--- src/rtl/out_port_pkg.sv ---
// Shared types and helpers for the OUT-port controller.
package out_port_pkg;

  typedef enum logic {StIdle, StStrobe} state_e;

  localparam int unsigned DefDataW = 8;

  // Occupancy counter width: must represent 0..depth inclusive.
  function automatic int unsigned level_w(input int unsigned depth);
    return $clog2(depth) + 1;
  endfunction

endpackage

--- src/rtl/sync_fifo.sv ---
// Single-clock FIFO with combinational head read and a level counter for full/empty.
module sync_fifo
  import out_port_pkg::*;
#(
  parameter int unsigned DATA_W = DefDataW,
  parameter int unsigned DEPTH  = 4,
  localparam int unsigned LvlW  = level_w(DEPTH)
) (
  input  logic              clk,
  input  logic              rstn,
  input  logic              push,
  input  logic              pop,
  input  logic [DATA_W-1:0] din,
  output logic [DATA_W-1:0] dout,
  output logic              full,
  output logic              empty,
  output logic [LvlW-1:0]   level
);

  localparam int unsigned PtrW = $clog2(DEPTH);

  logic [DATA_W-1:0] mem_q [DEPTH];
  logic [PtrW-1:0]   wr_ptr_q, rd_ptr_q;
  logic [LvlW-1:0]   level_q;
  logic              do_push, do_pop;

  assign full    = (level_q == LvlW'(DEPTH));
  assign empty   = (level_q == '0);
  assign do_push = push & ~full;
  assign do_pop  = pop & ~empty;
  assign dout    = mem_q[rd_ptr_q];
  assign level   = level_q;

  always_ff @(posedge clk) begin
    if (!rstn) begin
      wr_ptr_q <= '0;
      rd_ptr_q <= '0;
      level_q  <= '0;
    end else begin
      if (do_push) wr_ptr_q <= wr_ptr_q + 1'b1;
      if (do_pop)  rd_ptr_q <= rd_ptr_q + 1'b1;
      unique case ({do_push, do_pop})
        2'b10:   level_q <= level_q + 1'b1;
        2'b01:   level_q <= level_q - 1'b1;
        default: level_q <= level_q;
      endcase
    end
  end

  // Storage needs no reset: the level counter gates every read.
  always_ff @(posedge clk) begin
    if (do_push) mem_q[wr_ptr_q] <= din;
  end

endmodule

--- src/rtl/out_port_ctrl.sv ---
// Queues OUT writes and presents them on O_Port with a strobe/ack handshake and ack timeout.
module out_port_ctrl
  import out_port_pkg::*;
#(
  parameter int unsigned DATA_W      = DefDataW,
  parameter int unsigned DEPTH       = 4,
  parameter int unsigned ACK_TIMEOUT = 15,
  localparam int unsigned LvlW       = level_w(DEPTH)
) (
  input  logic              clk,
  input  logic              rstn,
  input  logic              out_we,
  input  logic [DATA_W-1:0] out_data,
  output logic              stall,
  output logic [DATA_W-1:0] O_Port,
  output logic              o_stb,
  input  logic              o_ack,
  input  logic              err_clr,
  output logic              timeout_err,
  output logic [LvlW-1:0]   level
);

  localparam int unsigned CntW = (ACK_TIMEOUT > 2) ? $clog2(ACK_TIMEOUT) : 1;
  localparam logic [CntW-1:0] CntLast = CntW'((ACK_TIMEOUT == 0) ? 0 : ACK_TIMEOUT - 1);
  localparam bit TimeoutEn = (ACK_TIMEOUT != 0);

  state_e            state_q, state_d;
  logic [CntW-1:0]   cnt_q, cnt_d;
  logic [DATA_W-1:0] port_q, port_d;
  logic              err_q, err_d;
  logic              fifo_pop, fifo_full, fifo_empty, timeout_hit;
  logic [DATA_W-1:0] fifo_head;

  sync_fifo #(
    .DATA_W (DATA_W),
    .DEPTH  (DEPTH)
  ) u_fifo (
    .clk   (clk),
    .rstn  (rstn),
    .push  (out_we & ~fifo_full),
    .pop   (fifo_pop),
    .din   (out_data),
    .dout  (fifo_head),
    .full  (fifo_full),
    .empty (fifo_empty),
    .level (level)
  );

  always_comb begin
    state_d     = state_q;
    cnt_d       = cnt_q;
    port_d      = port_q;
    fifo_pop    = 1'b0;
    timeout_hit = 1'b0;
    err_d       = err_q & ~err_clr;
    unique case (state_q)
      StIdle: begin
        if (!fifo_empty) begin
          fifo_pop = 1'b1;
          port_d   = fifo_head;
          cnt_d    = '0;
          state_d  = StStrobe;
        end
      end
      StStrobe: begin
        if (!o_ack) begin
          timeout_hit = TimeoutEn && (cnt_q == CntLast);
          cnt_d       = cnt_q + 1'b1;
        end
        // A timeout retires the word exactly like an ack; O_Port keeps the dropped value.
        if (o_ack || timeout_hit) begin
          cnt_d = '0;
          if (!fifo_empty) begin
            fifo_pop = 1'b1;
            port_d   = fifo_head;
          end else begin
            state_d = StIdle;
          end
        end
        if (timeout_hit) err_d = 1'b1;
      end
      default: state_d = StIdle;
    endcase
  end

  always_ff @(posedge clk) begin
    if (!rstn) begin
      state_q <= StIdle;
      cnt_q   <= '0;
      port_q  <= '0;
      err_q   <= 1'b0;
    end else begin
      state_q <= state_d;
      cnt_q   <= cnt_d;
      port_q  <= port_d;
      err_q   <= err_d;
    end
  end

  assign stall       = out_we & fifo_full;
  assign O_Port      = port_q;
  assign o_stb       = (state_q == StStrobe);
  assign timeout_err = err_q;

endmodule

--- config.mk ---
export PLATFORM = sky130hd
export DESIGN_NAME = out_port_ctrl
export DESIGN_NICKNAME = d
export VERILOG_FILES = /design/src/rtl/out_port_pkg.sv /design/src/rtl/sync_fifo.sv /design/src/rtl/out_port_ctrl.sv
export SDC_FILE = /design/constraint.sdc
export NUM_CORES = 1
export LEC_CHECK = 0
export CORE_ASPECT_RATIO = 1.1
export CORE_UTILIZATION = 55
export DETAILED_ROUTE_END_ITERATION = 12
export MAX_ROUTING_LAYER = met4
export PLACE_DENSITY_LB_ADDON = 0.25
export SYNTH_ARGS = -nofsm -noshare
export SYNTH_HDL_FRONTEND = slang
export SYNTH_SLANG_ARGS = --single-unit
--- constraint.sdc ---
create_clock -name clk -period 2.9 [get_ports clk]
set_input_delay 0.435 -clock clk [delete_from_list [all_inputs] [get_ports clk]]
set_output_delay 0.435 -clock clk [all_outputs]
set_load 0.01 [all_outputs]
-- After elaboration in Yosys (flattened, before gate mapping)
Memories as Yosys holds them, arrays and structs flattened. A register that Yosys moved wholly into a read port is not among the register bits.
Cells that the tools add are included.
- register bits after elaboration: 21
- bits in writable memories: 32
- input bits: 13
- output and inout bits: 14
- logic and storage cells: 54
- memories kept: 1
- memories (name ; words ; bits a word ; read ports ; clocked after memory_dff ; wr ports ; RTL line ; source):
    u_fifo.mem_q ; 4 ; 8 ; 1 ; 1 ; 1 ; sync_fifo.sv:22 ; logic [DATA_W-1:0] mem_q [DEPTH];
- $add $sub $neg: 5
- equality and inequality tests: 7
- multiplexer cells: 21
- bitwise gates (word level): 9
- reductions and logical operators: 4
- operators with widths (operator ; count):
    8-bit 2-to-1 mux ; 2
    8-bit case mux with 2 select lines ; 1
    4-bit 2-to-1 mux ; 3
    1-bit 2-to-1 mux ; 9
    4-bit case mux with 2 select lines ; 1
    3-bit case mux with 2 select lines ; 1
    1-bit bitwise AND ; 5
    2-bit by 1-bit adder with 2-bit output, second input constant ; 2
    4-bit by 1-bit adder with 4-bit output, second input constant ; 1
    4-bit equality test, second input constant ; 1
    2-bit 2-to-1 mux ; 2
    1-bit inverter ; 4
    1-bit case mux with 2 select lines ; 2
    3-bit by 1-bit adder with 3-bit output, second input constant ; 1
    3-bit equality test, second input constant ; 1
    3-bit logical NOT ; 1
    3-bit by 2-bit inequality test with 1-bit output, second input constant ; 1
    3-bit by 1-bit subtractor with 3-bit output, second input constant ; 1
    2-bit by 1-bit equality test with 1-bit output, second input constant ; 1
    2-bit equality test, second input constant ; 1
    2-bit by 1-bit inequality test with 1-bit output, second input constant ; 1
    2-bit inequality test, second input constant ; 1
    2-bit AND reduction ; 1
    2-bit nonzero test ; 1
    1-bit logical OR ; 1

-- Logic depth before layout (Yosys ltp)
Gate-level depths: netlist of run 1.
- depth in word-level cells: 9
- mapped depth: 10
- depth with buffers taken out: 10

-- By module
Synthesis of run 1 repeated with hierarchy kept, for this count alone.
- cells, all modules: 165
- area, all modules: 2277.2 sq um
- by module, submodules not included (module ; instances ; cells an instance ; area each (sq um) ; seq. area each (sq um)):
    sync_fifo ; 1 ; 96 ; 1644.1 ; 1141.1
    out_port_ctrl ; 1 ; 69 ; 633.1 ; 280.3

-- Least setup slack after synthesis of run 1
Ideal clock, no wire load.
- path kind: register to register
- start: register u_fifo.level_q[2], in the netlist u_fifo.level[2]
- end: register u_fifo.level_q[2], in the netlist u_fifo.level[2]
- setup time: 0.071 ns
- data arrival time: 2.139 ns
- required time: 2.829 ns
- setup slack: 0.690 ns
- stages on the path, launching flop included: 10
- path buffers: 1
- period minus slack after synthesis: 2.210 ns
- cells stage by stage: dfxtp_1 > or3b_1 > buf_2 > nand2_1 > ha_1 > inv_1 > fa_1 > xor2_1 > or3_1 > a21oi_1
- longest elaborated chain between the ends: 7
- elaborated cells on any way between the ends: 16
- those cells by class: add/sub: 2; eq/ne: 3; mux: 4; bitwise: 5; reduce/logical: 2
- ends and longest elaborated chain (item ; RTL line ; source):
    start, declared ; sync_fifo.sv:24 ; logic [LvlW-1:0] level_q;
    start signal, assigned ; sync_fifo.sv:43 ; 2'b10: level_q <= level_q + 1'b1;
    start signal, assigned ; sync_fifo.sv:44 ; 2'b01: level_q <= level_q - 1'b1;
    start signal, assigned ; sync_fifo.sv:45 ; default: level_q <= level_q;
    3-bit logical NOT ; sync_fifo.sv:28 ; assign empty = (level_q == '0);
    1-bit 2-to-1 mux ; out_port_ctrl.sv:58, out_port_ctrl.sv:73 ;
    1-bit 2-to-1 mux ; out_port_ctrl.sv:71 ; if (o_ack || timeout_hit) begin
    1-bit case mux with 2 select lines ; out_port_ctrl.sv:56 ; unique case (state_q)
    1-bit bitwise AND ; sync_fifo.sv:30 ; assign do_pop = pop & ~empty;
    2-bit by 1-bit equality test with 1-bit output or 2-bit equality test (tied branches) ; sync_fifo.sv:42 ; unique case ({do_push, do_pop})
    3-bit case mux with 2 select lines or 2-bit nonzero test (tied branches) ; - ;
Parallel ways exist; a longest one is shown, timed or not.
A chain may end at the register's enable or synchronous reset.

-- Final worst setup path of run 1
Same ends and word-level chain as after synthesis.

==> reports/metrics.sh, run 1 <==
ROUTE.DETAILED.WL_PER_INST_UM=17.2
CRITICAL_PATH.ENDPOINT_TYPE='flip-flop'
CLOCK_INSERTION_DELAY_WORST_SKEW_NS=0.31
SYNTH_TOP_CELL_BY_AREA='edfxtp_1'
WORST_PATH_MAX_DELAY_CELL='or3b_1'
FIN_UTIL_PCT=68.4
FINAL_MIN_PERIOD_OVER_CLOCK_PERIOD_PCT=84.6
GLOBALROUTETOTALUTIL_PCT=22.7
POWER_DENSITY_nW_PER_UM2=869
SYNTH.TOP_CELLS.BY_AREA='edfxtp_1 (41%), dfxtp_1 (20%), mux4_2 (7.7%)'
PLACED_AREA_UM2=2640
CTS_REPAIR_RESIZE_COUNT=0
CRIT_PATH_TIME_FINAL_NS=2.45
ROUTABILITY_CONGESTION_ESTIMATE_FROM_GLOBAL_PLACEMENT=0.742
FINALSETUPTNS_NS=0
SYN2LAYOUT_AREA_GROWTH_PCT=17.4
NUM-NETS-FINAL=229
VIA_COUNT_OF_THE_FIRST_GLOBAL_ROUTING_PASS=1507
CP_TOP_DELAY_FAMILY='simple AND/OR/NAND/NOR gates'
DIE_HEIGHT_UM=70.2
MULTI_INPUT_AREA_UM2=818
DIE_BOUNDARY_WIDTH_UM=64.0
IR_DROP_mV=0.480
LAYOUT-DRIVE-GT1-SHARE_PCT=11.0
DRT_FIRST_ITER_VIOLATIONS=188
IO_PINS=27
CORE-AREA_UM2=3990
DESIGN_POWER_TOTAL_W=0.00237
CLOCK-ROOT-BUFFER='clkbuf_8'
SYNTH.DISTINCT_CELLS=30
ARRIVAL_TIME_OF_THE_WORST_SETUP_PATH_NS=2.69
DRT_PASS1_ITERATIONS=4
PLACEMENTROWS=24
CP_DATA_REQUIRED_TIME_NS=3.13
CP_MAX_FO=10
NUM_ANTENNA_CELLS=0
SYNTHESIS.AREA_UM2=2330
SETUP_WS_NS=0.447
CRIT_PATH_BUF_INV_COUNT=1
PATH_CLK_SLEW_NS=0.10
FINALCLOCKSKEW_NS=0.0120
CP_CELL_SEQUENCE='or3b_1 > nand2_1 > ha_1 > inv_1 > fa_1 > xor2_1 > or3_1 > a21oi_1'
SYNTH-SEQ-AREA-SHARE_PCT=61.1
ASYNCSETRESETFLOPFRACSYNTH_PCT=0
CELL_WITH_THE_MOST_INSTANCES_AFTER_SYNTHESIS='edfxtp_1'
DRT_WL_TOTAL_MM=4.49
TIMING_HOLD_VIOLATIONS_FINAL=0
DRT.ANTENNA.VIOLATING_NETS=0
SYNTH_TOP_CELLS_BY_COUNT='edfxtp_1 (32), dfxtp_1 (23), nand3_1 (21)'
POWER_LEAKAGE_nW=0.959
SYNTH.AVG_CELL_AREA_UM2=12.8
DETAILED_PLACE_HPWL_MM=3.20
TRITONCTS='built'
FINALMAXSLEWVIOLATIONS=0
MAX_SLEW.WORST_PIN.SLEW_NS=0.668
CRITICAL_PATH.STARTPOINT_TYPE='flip-flop'
DETAILEDPLACE.WORSTSLACK_NS=0.316
DRC_ERRORS=0
SYNTHCELLS=182
DIE_AREA_UM2=4490
FMAXACHIEVABLE_MHz=408
NUMPORTBUFFERS=26
VIA_PER_INST=6.09
CTS_MADE_BUFFERS=5
OUTCOME='finished clean'
SETUP-VIOLATIONS-FINAL=0
SEQCELLAREA_UM2=1420
HTREE_NUM_LEVELS=2
FINAL_CELL_AREA_UM2=2730
FIRST_PASS_GRT_WIRE_LENGTH_MM=7.22
MIN-DELAY-PATH-CLASS='reg2reg'
CP_SLOWEST_STAGE_DELAY_NS=0.51
HOLD_BUFFERS=0
YOSYSWARNINGCOUNT=0
OVERFLOW=0
SYNTH_SEQ_CELLS=55
LARGEST_NET_DEGREE_AT_THE_START_OF_GLOBAL_ROUTING=23
REG2REG_SLACK_NS=0.45
FILLCELLCOUNT=275
VIA_COUNT=1589
SETUP_REPAIR_AFTER_GLOBAL_ROUTING_MISSED_ITS_MARGIN='no'
SLEW_HEADROOM_PCT=55.0
PORTION_OF_SYNTHESIZED_CELL_AREA_OCCUPIED_BY_THE_LEADING_CELL_TYPE_PCT=41.3
INITIAL_CORE_UTILIZATION_PCT=58.2
ANTENNA_FOUND_INITIAL=0
DRV_CAP=0
SYNTH_ENABLE_FLOP_CELLS=32
MAPPED_NETS=203
POST-CTS-SETUP-BUFFER-COUNT=0
CLOCK_TREE.BUFFER_DEPTH=2
MOST_COMMON_FLOP_CELL_MAPPED_BY_YOSYS='edfxtp_1'
NUMBER_OF_SINKS_ON_THE_CLOCK_NET=55
TIMING.SETUP.CRITICAL_PATH_CLASS='reg2reg'
## worst register-to-register path, delay by kind of cell, from the launching register on
family | cells | cell delay (ns)
flops | 1 | 0.44
fa+ha+maj | 2 | 0.57
xor+xnor | 1 | 0.16
simple gates | 3 | 0.96
compound gates | 1 | 0.19
buf+inv | 1 | 0.06
## report_power, final
part	switching [W]	leakage (nW)	internal [W]
logic	0.000395	0.427	0.000422
clock network	0.000258	0.0491	0.000178
registers	0.000141	0.482	0.000981
## flip-flops by register name, summed over array words and instances, names as in the netlist, named ones only
register	cells
cnt_q	4
O_Port	8
u_fifo.wr_ptr_q	2
u_fifo.level	3
u_fifo.rd_ptr_q	2
o_stb	1
u_fifo.mem_q	32
timeout_err	1
## path summary, 6_finish.rpt
| check | cells past startpoint | to | startpoint |
|---|---|---|---|
| min | 2 | O_Port[1] | O_Port[1] |
| min reg2reg | 2 | O_Port[1] | O_Port[1] |
| max | 8 | u_fifo.level[2] | u_fifo.level[2] |
| max reg2reg | 8 | u_fifo.level[2] | u_fifo.level[2] |
## kinds of logic after synthesis
group / synth area share (%)
AOI/OAI and AO/OA: 7.10
muxes: 9.04
buffers and inverters: 3.71
adders and majority gates: 4.63
xor gates and xnor gates: 0.753
DFF: 61.1
and+or+nand+nor: 13.7
## cell type report
| class | instances | share of cell area [%] |
|---|---|---|
| clock inverter | 3 | 0.962 |
| sequential | 55 | 52.0 |
| inverter | 9 | 1.24 |
| multi-input combinational | 106 | 30.0 |
| tap | 52 | 2.38 |
| clock buffer | 5 | 2.52 |
| timing repair buffer | 31 | 10.9 |
## metal layers
metal | global-route usage (%) | part of all wire (%) | wire [um] | up-vias
li1 | - | - | - | 736
met1 | 26.0 | 41 | 1840 | 788
met2 | 38.7 | 53 | 2380 | 53
met4 | 8.08 | 1.9 | 85 | 0
met3 | 5.23 | 4.3 | 193 | 12
met5 | - | 0 | 0 | -
## layout by cell type (no fill, tap or decap), types with 2 or more instances in the layout
cell	instances
nand2b_1	2
clkbuf_8	5
a21o_1	2
a211oi_1	2
clkdlybuf4s50_1	26
inv_1	9
mux4_2	8
edfxtp_1	32
nor2b_1	3
nand3_1	21
or3_1	4
o211ai_1	8
ha_1	7
mux2i_1	3
nor2_1	5
a21oi_1	9
buf_4	5
inv_6	2
nand4_1	9
dfxtp_1	23
nand2_1	8
xor2_1	2
and3_1	5
## per-stage QoR
stage	instances	hold WS [ns]
after floorplan	182	0.445
after global placement	253	0.460
after detailed placement	253	0.486
after CTS	261	0.505
after global routing	261	0.520
final	261	0.506
No activity file was read; power rests on OpenSTA's default activity.
==> inputs of run 2 (changes only) <==
==> constraint.sdc (replaced) <==
create_clock -name clk -period 2.5 [get_ports clk]
set_input_delay 0.375 -clock clk [delete_from_list [all_inputs] [get_ports clk]]
set_output_delay 0.375 -clock clk [all_outputs]
set_load 0.01 [all_outputs]
==> run 2 against run 1 <==
Combinational power grew 18%. Sequential share of layout area shrank 0.24 points. Final cell count grew 0.77%. Utilization grew 0.31 points. Clock power grew 9.2%. Via count shrank 3.0%. Critical endpoint is now stall. Worst hold slack lost 0.021 ns. Critical path type is now reg2out. Die area is the same. Critical path depth shrank 4.
==> reports/metrics.sh, run 2 (synthesis gave the netlist of run 1 again) <==
MULTI_INPUT_AREA_UM2=822  # +0.46%
LEADING_CELL_TYPE_IN_THE_LAYOUT_FILL_AND_TAPS_EXCLUDED='edfxtp_1'
CLOCK_TREE.BUFFER_DEPTH=2  # unchanged
ANTENNA_FOUND_INITIAL=0  # unchanged
FINALSETUPTNS_NS=0  # unchanged
CLKPWRFRAC_PCT=17.3  # -1.1 points
OUTCOME='finished clean'
FMAXACHIEVABLE_MHz=427
CRIT_PATH_TIME_FINAL_NS=2.34
CORE-AREA_UM2=3990  # unchanged
FINAL_CELL_MIX='edfxtp_1 (32), clkdlybuf4s50_1 (26), dfxtp_1 (23), nand3_1 (21)'
LARGEST_NET_DEGREE_AT_THE_START_OF_GLOBAL_ROUTING=23  # unchanged
VIA_PER_INST=5.86  # -3.8%
DIE_BOUNDARY_WIDTH_UM=64.0  # unchanged
LAYOUT-DRIVE-GT1-SHARE_PCT=12.3  # +1.3 points
FINALMAXSLEWVIOLATIONS=0  # unchanged
POWER_DENSITY_nW_PER_UM2=1000  # +15%
ROUTE.DETAILED.WL_PER_INST_UM=17.2  # about the same
VIA_COUNT_OF_THE_FIRST_GLOBAL_ROUTING_PASS=1502  # -0.33%
PATH_CLK_SLEW_NS=0.10  # about the same
FINAL_MIN_PERIOD_OVER_CLOCK_PERIOD_PCT=93.8
IR_DROP_mV=0.507  # +5.7%
CP_DATA_REQUIRED_TIME_NS=2.12  # -1.01 ns
PWR-SHARE-SEQ_PCT=47.6  # +0.4 points
DIE_AREA_UM2=4490  # unchanged
CELL_INTERNAL_PWR_W=0.00183  # +16%
INITIAL_CORE_UTILIZATION_PCT=58.2  # unchanged
PLACEMENTROWS=24  # unchanged
ROUTABILITY_CONGESTION_ESTIMATE_FROM_GLOBAL_PLACEMENT=0.751  # +1.2%
MAX_SLEW.WORST_PIN.SLEW_NS=0.593  # -0.0754 ns
TIMING_HOLD_VIOLATIONS_FINAL=0  # unchanged
IO_PINS=27  # unchanged
CLOCK_INSERTION_DELAY_WORST_SKEW_NS=0.31  # about the same
SETUP-VIOLATIONS-FINAL=0  # unchanged
DRT.ANTENNA.VIOLATING_NETS=0  # unchanged
CRITICAL_PATH.ENDPOINT_TYPE='output port'
DETAILEDPLACE.WORSTSLACK_NS=0.00609  # -0.310 ns
TRITONCTS='built'
SETUP_WS_NS=0.156  # -0.291 ns
HTREE_NUM_LEVELS=2  # unchanged
OVERFLOW=0  # unchanged
SYN2LAYOUT_AREA_GROWTH_PCT=18.0
COMB_POWER_SHARE_PCT=35.1  # +0.7 points
NUMPORTBUFFERS=26  # unchanged
MIN-DELAY-PATH-CLASS='reg2reg'
TIMING.SETUP.CRITICAL_PATH_CLASS='reg2out'
NUM_ANTENNA_CELLS=0  # unchanged
ARRIVAL_TIME_OF_THE_WORST_SETUP_PATH_NS=1.97  # -0.72 ns
CLOCK-ROOT-BUFFER='clkbuf_8'
POWER_LEAKAGE_nW=0.959  # about the same
FINALCLOCKSKEW_NS=0.00825  # -0.00376 ns
SWITCHING_SHARE_PCT=33.2  # -0.26 points
SEQCELLAREA_UM2=1420  # unchanged
DRV_CAP=0  # unchanged
SETUP_REPAIR_AFTER_GLOBAL_ROUTING_MISSED_ITS_MARGIN='no'
DETAILED_PLACE_HPWL_MM=3.19  # -0.33%
DIE_HEIGHT_UM=70.2  # unchanged
NUMBER_OF_SINKS_ON_THE_CLOCK_NET=55  # unchanged
R2R_CELLS=10  # +2
DRT_FIRST_ITER_VIOLATIONS=128  # -32%
LARGEST-REGISTER='u_fifo.mem_q'
DRT_PASS1_ITERATIONS=4  # unchanged
DRT_WL_TOTAL_MM=4.53  # +0.78%
CP_MAX_FO=9  # -1
CRITICAL_PATH.STARTPOINT_TYPE='flip-flop'
FIRST_PASS_GRT_WIRE_LENGTH_MM=7.36  # +1.9%
CTS_MADE_BUFFERS=5  # unchanged
NUM-NETS-FINAL=231  # +0.87%
P_SW_W=0.000911  # +15%
REG2REG_SLACK_NS=0.21  # -0.24 ns
HOLD-PATH-CELL-COUNT=2  # unchanged
GLOBALROUTETOTALUTIL_PCT=23.3  # +0.67 points
SLEW_HEADROOM_PCT=60.1  # +5.1 points
FILLCELLCOUNT=298  # +8.4%
VIA_COUNT=1541  # -3.0%
LARGEST_REGISTER_FFS=32  # unchanged
DRC_ERRORS=0  # unchanged
## run 2: changes by cell type in the layout (fill, tap and decap cells not counted)
cell and change:
buf_4 +2, clkinvlp_4 +2, inv_6 -2, a21oi_1 -1
a21oi_2 +1, clkinv_2 +1, clkinv_4 -1
## run 2: timing repair
item	4_1_cts	5_1_grt
hold buffers	0	0
gates resized for setup	0	1
buffers inserted	0	0
endpoints found under the setup margin	0	1
## run 2: path summary, 6_finish.rpt
kind / startpoint / end
setup / recovery: u_fifo.level[2] / stall
hold / removal: u_fifo.rd_ptr_q[1] / flip-flop
setup reg to reg: cnt_q[0] / u_fifo.level[2]
hold reg to reg: u_fifo.rd_ptr_q[1] / flip-flop
## run 2: through the flow
step           power [W]  utilization, %  cell area, um2  hold WS (ns)  cells
2_1_floorplan    0.00187               -            2330         0.445    182
3_3_place_gp     0.00222            66.4            2650         0.458    255
3_5_place_dp     0.00228            66.4            2650         0.471    255
4_1_cts          0.00275            68.6            2740         0.484    263
5_1_grt          0.00290            68.7            2740         0.516    263
6_report         0.00275            68.7            2740         0.485    263
## run 2: layout make-up
| class | count | share of cell area (%) |
|---|---|---|
| multi-input cells | 106 | 30.0 |
| repair buffers | 33 | 11.4 |
| inverters | 9 | 1.23 |
| clock buffers | 5 | 2.51 |
| clock inverters | 3 | 0.730 |
| flip-flops and latches | 55 | 51.8 |
| well taps | 52 | 2.37 |
## run 2: critical path, stage by stage (launching register included)
cell,delay (ns)
dfxtp_1,0.45
or3b_1,0.40
buf_4,0.17
nor2_1,0.09
clkdlybuf4s50_1,0.54
## run 2: metal layers
metal | routed length, um | GRT usage (%) | share of wire [%] | vias to the layer above
met4 | 44 | 8.33 | 0.97 | 0
met1 | 1890 | 27.1 | 42 | 764
li1 | - | - | - | 734
met3 | 161 | 4.41 | 3.6 | 5
met5 | 0 | - | 0 | -
met2 | 2430 | 40.1 | 54 | 38
## run 2: power by group through the flow
stage          clock (W)  sequential (W)  combinational (W)
2_1_floorplan          0         0.00129           0.000586
3_3_place_gp           0         0.00131           0.000909
3_5_place_dp           0         0.00133           0.000950
4_1_cts         0.000487         0.00131           0.000955
5_1_grt         0.000521         0.00134            0.00104
6_report        0.000476         0.00131           0.000963
==> inputs of run 3 (changes only) <==
--- a/config.mk
+++ b/config.mk
@@ -13,3 +13,4 @@
 export SYNTH_ARGS = -nofsm -noshare
 export SYNTH_HDL_FRONTEND = slang
 export SYNTH_SLANG_ARGS = --single-unit
+export TNS_END_PERCENT = 20
==> results of run 3 <==
Final layout, timing and power as in run 2 (identical DEF).
